## config.mk

```make
export PLATFORM = sky130hd
export DESIGN_NAME = park_transform_pipe
export DESIGN_NICKNAME = d
export VERILOG_FILES = /design/src/rtl/park_transform_pipe.sv
export SDC_FILE = /design/constraint.sdc
export NUM_CORES = 2
export LEC_CHECK = 0
export CAP_MARGIN = 10
export CORE_ASPECT_RATIO = 1.5
export CORE_UTILIZATION = 30
export DETAILED_ROUTE_END_ITERATION = 8
export PLACE_DENSITY = 0.53
export SYNTH_ARGS = -nofsm -noshare
export SYNTH_HDL_FRONTEND = slang
export SYNTH_SLANG_ARGS = --single-unit
```

## constraint.sdc

```tcl
create_clock -name clk -period 13.95 [get_ports clk]
set_input_delay 2.0925 -clock clk [delete_from_list [all_inputs] [get_ports clk]]
set_output_delay 2.0925 -clock clk [all_outputs]
set_load 0.02 [all_outputs]
```

## src/rtl/park_transform_pipe.sv

```systemverilog
// park_transform_pipe: three-stage pipelined Park / inverse Park rotation.
// Operands are registered, then multiplied, then combined, rounded and saturated.
// A valid bit, the channel tag and the mode travel with each sample.
// A downstream stall freezes every stage.
module park_transform_pipe #(
    parameter int unsigned D_WIDTH = 18,
    parameter int unsigned Q_BITS  = 15,
    parameter int unsigned CH_W    = 2
) (
    input  logic                clk,
    input  logic                rstb,
    input  logic                mode,
    input  logic                in_valid,
    output logic                in_ready,
    input  logic [D_WIDTH-1:0]  x,
    input  logic [D_WIDTH-1:0]  y,
    input  logic [D_WIDTH-1:0]  sin,
    input  logic [D_WIDTH-1:0]  cos,
    input  logic [CH_W-1:0]     ch_in,
    output logic                out_valid,
    input  logic                out_ready,
    output logic [D_WIDTH-1:0]  u,
    output logic [D_WIDTH-1:0]  v,
    output logic [CH_W-1:0]     ch_out,
    output logic                sat
);

    localparam int unsigned P_W = 2 * D_WIDTH;
    localparam int unsigned S_W = P_W + 1;

    // Half an LSB of the rescaled result, added before the arithmetic shift.
    localparam logic signed [S_W-1:0] RND_HALF = S_W'(1) << (Q_BITS - 1);
    // Output clamp limits, sign-extended to the sum width.
    localparam logic signed [S_W-1:0] SAT_MAX =
        {{(S_W - D_WIDTH + 1){1'b0}}, {(D_WIDTH - 1){1'b1}}};
    localparam logic signed [S_W-1:0] SAT_MIN =
        {{(S_W - D_WIDTH + 1){1'b1}}, {(D_WIDTH - 1){1'b0}}};

    // Stage 1: registered operands.
    logic                       r1_valid;
    logic                       r1_mode;
    logic [CH_W-1:0]            r1_ch;
    logic signed [D_WIDTH-1:0]  r1_x;
    logic signed [D_WIDTH-1:0]  r1_y;
    logic signed [D_WIDTH-1:0]  r1_sin;
    logic signed [D_WIDTH-1:0]  r1_cos;

    // Stage 2: full-precision products.
    logic                       r2_valid;
    logic                       r2_mode;
    logic [CH_W-1:0]            r2_ch;
    logic signed [P_W-1:0]      r2_xc;
    logic signed [P_W-1:0]      r2_ys;
    logic signed [P_W-1:0]      r2_xs;
    logic signed [P_W-1:0]      r2_yc;

    // Stage 3: final results driving the outputs.
    logic                       r3_valid;
    logic [CH_W-1:0]            r3_ch;
    logic [D_WIDTH-1:0]         r3_u;
    logic [D_WIDTH-1:0]         r3_v;
    logic                       r3_sat;

    logic                       w_adv;
    logic signed [P_W-1:0]      w_xc;
    logic signed [P_W-1:0]      w_ys;
    logic signed [P_W-1:0]      w_xs;
    logic signed [P_W-1:0]      w_yc;
    logic signed [S_W-1:0]      w_sum_u;
    logic signed [S_W-1:0]      w_sum_v;
    logic signed [S_W-1:0]      w_rnd_u;
    logic signed [S_W-1:0]      w_rnd_v;
    logic [D_WIDTH-1:0]         w_u_sat;
    logic [D_WIDTH-1:0]         w_v_sat;
    logic                       w_u_clip;
    logic                       w_v_clip;

    // The whole pipe moves unless the output register holds an unaccepted beat.
    assign w_adv    = !r3_valid || out_ready;
    assign in_ready = w_adv;

    // Stage 1 register: capture operands, tag and mode of an accepted beat.
    always_ff @(posedge clk) begin
        if (rstb) begin
            r1_valid <= 1'b0;
            r1_mode  <= 1'b0;
            r1_ch    <= '0;
            r1_x     <= '0;
            r1_y     <= '0;
            r1_sin   <= '0;
            r1_cos   <= '0;
        end else if (w_adv) begin
            r1_valid <= in_valid;
            if (in_valid) begin
                r1_mode <= mode;
                r1_ch   <= ch_in;
                r1_x    <= x;
                r1_y    <= y;
                r1_sin  <= sin;
                r1_cos  <= cos;
            end
        end
    end

    // Sign-extend to product width so each product is exact.
    assign w_xc = P_W'(r1_x) * P_W'(r1_cos);
    assign w_ys = P_W'(r1_y) * P_W'(r1_sin);
    assign w_xs = P_W'(r1_x) * P_W'(r1_sin);
    assign w_yc = P_W'(r1_y) * P_W'(r1_cos);

    // Stage 2 register: the four products.
    always_ff @(posedge clk) begin
        if (rstb) begin
            r2_valid <= 1'b0;
            r2_mode  <= 1'b0;
            r2_ch    <= '0;
            r2_xc    <= '0;
            r2_ys    <= '0;
            r2_xs    <= '0;
            r2_yc    <= '0;
        end else if (w_adv) begin
            r2_valid <= r1_valid;
            if (r1_valid) begin
                r2_mode <= r1_mode;
                r2_ch   <= r1_ch;
                r2_xc   <= w_xc;
                r2_ys   <= w_ys;
                r2_xs   <= w_xs;
                r2_yc   <= w_yc;
            end
        end
    end

    // Combine products: mode 0 rotates by +angle, mode 1 by -angle.
    always_comb begin
        w_sum_u = S_W'(r2_xc) - S_W'(r2_ys);
        w_sum_v = S_W'(r2_xs) + S_W'(r2_yc);
        if (r2_mode) begin
            w_sum_u = S_W'(r2_xc) + S_W'(r2_ys);
            w_sum_v = S_W'(r2_yc) - S_W'(r2_xs);
        end
    end

    // Round half toward +inf, then drop the fractional bits.
    assign w_rnd_u = (w_sum_u + RND_HALF) >>> Q_BITS;
    assign w_rnd_v = (w_sum_v + RND_HALF) >>> Q_BITS;

    // Clamp each result to the signed output range and flag clipping.
    always_comb begin
        w_u_sat  = w_rnd_u[D_WIDTH-1:0];
        w_v_sat  = w_rnd_v[D_WIDTH-1:0];
        w_u_clip = 1'b0;
        w_v_clip = 1'b0;
        if (w_rnd_u > SAT_MAX) begin
            w_u_sat  = SAT_MAX[D_WIDTH-1:0];
            w_u_clip = 1'b1;
        end else if (w_rnd_u < SAT_MIN) begin
            w_u_sat  = SAT_MIN[D_WIDTH-1:0];
            w_u_clip = 1'b1;
        end
        if (w_rnd_v > SAT_MAX) begin
            w_v_sat  = SAT_MAX[D_WIDTH-1:0];
            w_v_clip = 1'b1;
        end else if (w_rnd_v < SAT_MIN) begin
            w_v_sat  = SAT_MIN[D_WIDTH-1:0];
            w_v_clip = 1'b1;
        end
    end

    // Stage 3 register: output beat, held while the consumer stalls.
    always_ff @(posedge clk) begin
        if (rstb) begin
            r3_valid <= 1'b0;
            r3_ch    <= '0;
            r3_u     <= '0;
            r3_v     <= '0;
            r3_sat   <= 1'b0;
        end else if (w_adv) begin
            r3_valid <= r2_valid;
            if (r2_valid) begin
                r3_ch  <= r2_ch;
                r3_u   <= w_u_sat;
                r3_v   <= w_v_sat;
                r3_sat <= w_u_clip || w_v_clip;
            end
        end
    end

    assign out_valid = r3_valid;
    assign ch_out    = r3_ch;
    assign u         = r3_u;
    assign v         = r3_v;
    assign sat       = r3_sat;

endmodule
```

==> results.md <==
- The run finished with clean final reports.
- The pin count of the biggest net entering global routing is 76.
- The number of cells on the worst hold path is 2.
- The source of the worst hold timing path is v[17].
- The clock passes through at most 3 buffers.
- The clock power share is between 10% and 20%.
- The final max-slew violation count is 0.
- The cell type with the highest aggregate area in the netlist is fa_1.
- The endpoint identified for the worst register-to-register timing path is r2_xs[35].
- In this run, flip-flops and latches consume between 10% and 20% of the power.
- The headroom to the max-slew limit is a little under a third.
- The start point of the critical path is r1_sin[10].
- Combinational logic is responsible for between 60% and 70% of the overall power.
- The min-delay analysis places its worst path in the category register to register.
- The number of nets in the synthesized netlist is just over 9000.
- The setup slack on the worst flop-to-flop path is 5.78 ns.
- On the worst path, the slowest cell contributes a delay of 0.93 ns.
- Internal power comes to between 0.002 and 0.003 W.
- The critical path in this run is classified as register to register.
- In this run, the number of DRC markers left after iteration 0 of detailed routing was approximately 2600.
- The worst-margin pin slew is 1.04 ns.
- The sum of net half-perimeters after detailed placement is 154000 um.
- The total number of vias is between 40000 and 50000.
- The required time of the critical path is around 14 ns.
- For this run, the top clock speed supported by timing is between 100 and 150 MHz.
- The cell with the biggest individual delay on the critical path is dfxtp_1.
- The starting density of the core is between 30 and 40%.
- The I/O pin total is 120.
- The final number of hold-violating endpoints is 0.
- For this run, the post-layout net count is between 8000 and 9000.
- From bottom edge to top edge, the die measures 561 um.
- Of all nets on the critical path, the largest fanout is 19.
- Clock-pin slew was measured on the worst setup and hold paths at 0.06 ns.
- Dividing total power by cell area gives a power density of between 70 and 80 nW/um2.
- Setup repair after global routing left no endpoint under its margin.
- The worst-skew pair later-pin latency is 0.62 ns.
- The placed instances occupy a cell area of around 66000 um2.
- The finished layout cell area is between 60000 and 70000 um2.
- After detailed routing, the number of remaining DRC violations is 0.
- The synthesized design contains around 260 register bits.
- The analysis attributes to cell leakage a power of approximately 30 nW.
- The worst-case IR drop observed on VDD is 0.0884 mV.
- The count of clock tree sinks is between 200 and 300.
- The core outline area is roughly 210000 um2.
- Sequential cells were found to cover 8.46% of the synthesized design area.
- In this run the number of H-tree levels came out at 2.
- The wire length of the first global-routing pass is 306000 um.
- After layout, the worst setup slack is slightly below 6 ns.
- By area the synthesized netlist is led by fa_1 (42%), ha_1 (8.9%), dfxtp_1 (8.5%).
- For this run, the number of Yosys warnings is 0.
- Compared with the post-synthesis result, the final layout area differs by 8.05%.
- The netlist uses between 90 and 100 different library cells.
- The cell at the root of the clock tree is clkbuf_16.
- The number of global-route vias before repair is roughly 52000.
- The arrival time reported for the critical path endpoint is 8.65 ns.
- The startpoint kind of the worst setup timing path is a register.
- The number of setup buffers added after CTS is 0.
- The proportion of register bits with asynchronous set or reset after synthesis is 0%.
- Before antenna repair, the detailed router went through 5 iterations.
- Once detail routing completed, the nets flagged for antenna violations numbered 0.
- The mapped netlist covers between 60000 and 70000 um2.
- The leftover overflow at the end of global routing is 0.
- The post-CTS resize count is 0.
- The most common cell in the netlist is inv_1.
- The critical path's top delay family is adder cells.
- The shortest period the worst path allows is a little over 8 ns.
- The number of instances in the synthesized netlist is 7237.
- The detailed-route vias per instance is between 4 and 5.
- The global-route usage over all layers is a little under a fifth.
- After detailed routing, the average wire length per cell comes to ~20 um.
- The worst register-to-register path begins at r1_sin[10].
- In this run switching power makes up between 50% and 60% of total power.
- The proportion of layout cells with a drive suffix above 1 is under 10%.
- The commonest cells after synthesis are inv_1 (1369), fa_1 (1316), nand2_1 (1260), and2_1 (498), ha_1 (446).
- The tool flagged a number of max-cap violations equal to 0.
- The die outline width is between 300 and 400 um.
- Across the routed clock network, the largest skew measured is roughly 0.034 ns.
- TritonCTS built the clock tree.
- The worst hold path terminates at v[17].
- The routed design has 196000 um of wire.
- The floorplan step defined a die boundary enclosing around 210000 um2.
- The cell repeated most along the worst path is fa_1.
- The mean instance size in the synthesized netlist is about 8.6 um2.
- In this run the core area contains 204 standard-cell rows.
- Buffers inserted during clock tree synthesis total 38.
- The top flip-flop cell by instance count after synthesis is dfxtp_1.
- During placement, the flow inserted port buffers numbering between 100 and 150.
- In this run the power spent charging and discharging nets is 0.00267 W.
- The worst path uses around three fifths of the clock period.
- The critical path contains buffers and inverters numbering 6 combined.
- The initial antenna violation count is 8.
- The placer's final routability congestion estimate is between 0.8 and 0.9.
- The final cell utilization of the core is about a third.
- The number of cell instances on the worst register-to-register path is 27.
- The synthesized design devotes to its leading area cell type between 40% and 50% of total area.
- The final sum of negative setup slack is 0 ns.
- The worst setup slack after placement is 5.74 ns.
- The worst setup path is captured at a register.
- Setup violations remaining at the end of the flow were counted as 0.
- The number of enable-type register cells in the synthesized netlist is 0.
- The hold-fix buffer count after cts is 0.
registers in the layout (all words and copies together) (netlist names):
register	count
r2_valid	1
r1_ch	2
r2_xs	36
sat	1
r1_cos	18
r2_xc	36
r2_yc	36
r2_mode	1
r1_mode	1
r2_ys	36
u	18
r1_sin	18
r2_ch	2
r1_valid	1
ch_out	2
out_valid	1
r1_x	18
v	18
r1_y	18
power groups by stage:
stage	clock, W	combinational, W	sequential (W)
2_1_floorplan	0	0.00237	0.000885
3_3_place_gp	0	0.00334	0.000930
3_5_place_dp	0	0.00338	0.000932
4_1_cts	0.00106	0.00340	0.000916
5_1_grt	0.00109	0.00376	0.000923
6_report	0.00103	0.00338	0.000915
cell usage in the layout, fill, tap and decap left out, drive strengths merged, types with 10 or more instances in the layout:
cell / Yosys / layout
a211oi: 34 / 34
nand2: 1260 / 1260
xnor2: 188 / 188
dfxtp: 264 / 264
o21bai: 29 / 29
nand2b: 89 / 89
o21ai: 127 / 127
or4: 13 / 13
nand3b: 11 / 11
o211ai: 17 / 17
o21a: 22 / 22
nand3: 58 / 58
buf: 22 / 91
clkbuf: 373 / 49
fa: 1316 / 1316
and3: 23 / 23
and2: 498 / 498
ha: 446 / 446
nor3: 68 / 68
nor4: 19 / 19
xor2: 83 / 83
a21oi: 426 / 426
nor2: 169 / 169
inv: 1369 / 1378
nand4: 25 / 25
or2: 11 / 11
or3: 27 / 27
clkdlybuf4s50: 0 / 118
a31oi: 24 / 24
nor3b: 10 / 10
nor2b: 25 / 25
a21o: 76 / 76
o31ai: 13 / 13
worst max-delay path by stage:
stage | endpoint | slack (ns) | depth (start not counted)
global route | r2_xs[35] | 5.37 | 27
detailed placement | r2_xs[35] | 5.74 | 27
global placement | r2_xs[35] | 5.78 | 27
CTS | r2_xs[35] | 5.71 | 27
floorplan | r2_xs[35] | 7.04 | 26
finish | r2_xs[35] | 5.78 | 27
routing by layer:
| metal | up-vias | share of wire (%) | GRT usage [%] | routed length, um |
|---|---|---|---|---|
| li1 | 21700 | - | - | - |
| met1 | 24700 | 40 | 22.6 | 78500 |
| met2 | 1198 | 51 | 34.1 | 99000 |
| met3 | 331 | 4.4 | 1.98 | 8660 |
| met4 | 0 | 4.9 | 8.37 | 9650 |
| met5 | - | 0 | 0 | 0 |
metrics by stage:
step	total power, W	hold slack (ns)	cells
after floorplan	0.00325	0.427	7237
after global placement	0.00427	0.440	9730
after detailed placement	0.00431	0.446	9730
after CTS	0.00538	0.455	9799
after global routing	0.00577	0.472	9800
final	0.00532	0.453	9802
worst reg2reg max path: stages (launching register included):
cell and delay, ns:
dfxtp_1 0.93, buf_4 0.42, nand2_1 0.14, fa_1 0.52
inv_1 0.05, fa_1 0.50, inv_1 0.06, fa_1 0.53
inv_1 0.05, fa_1 0.48, inv_1 0.05, fa_1 0.47
inv_1 0.05, fa_1 0.43, ha_1 0.33, nand2_1 0.10
nor2_1 0.05, a21oi_1 0.17, or4b_2 0.61, o32a_1 0.23
a211oi_1 0.63, o31a_1 0.28, nor2b_1 0.06, nor3_1 0.19
o21bai_1 0.14, o41ai_1 0.31, xnor2_1 0.16, a21oi_1 0.08
logic make-up after synthesis:
family / after synthesis / synth area share (%)
multiplexers: 3 / 0.0501
flip-flops: 264 / 8.46
XOR/XNOR: 271 / 3.81
AO/OA/AOI/OAI: 847 / 8.24
AND/OR/NAND/NOR: 2326 / 17.7
adder cells (fa/ha/maj): 1762 / 51.1
buffers and inverters: 1764 / 10.6
layout make-up:
| type | count | area [um2] |
|---|---|---|
| fill | 21600 | 139000 |
| multi-input combinational | 5209 | 50500 |
| sequential | 264 | 5290 |
| inverter | 1369 | 5140 |
| tap | 2678 | 3350 |
| timing repair buffer | 210 | 1880 |
| clock buffer | 48 | 1080 |
| clock inverter | 21 | 190 |
| antenna | 3 | 7.51 |
(Power assumes the default switching activity.)
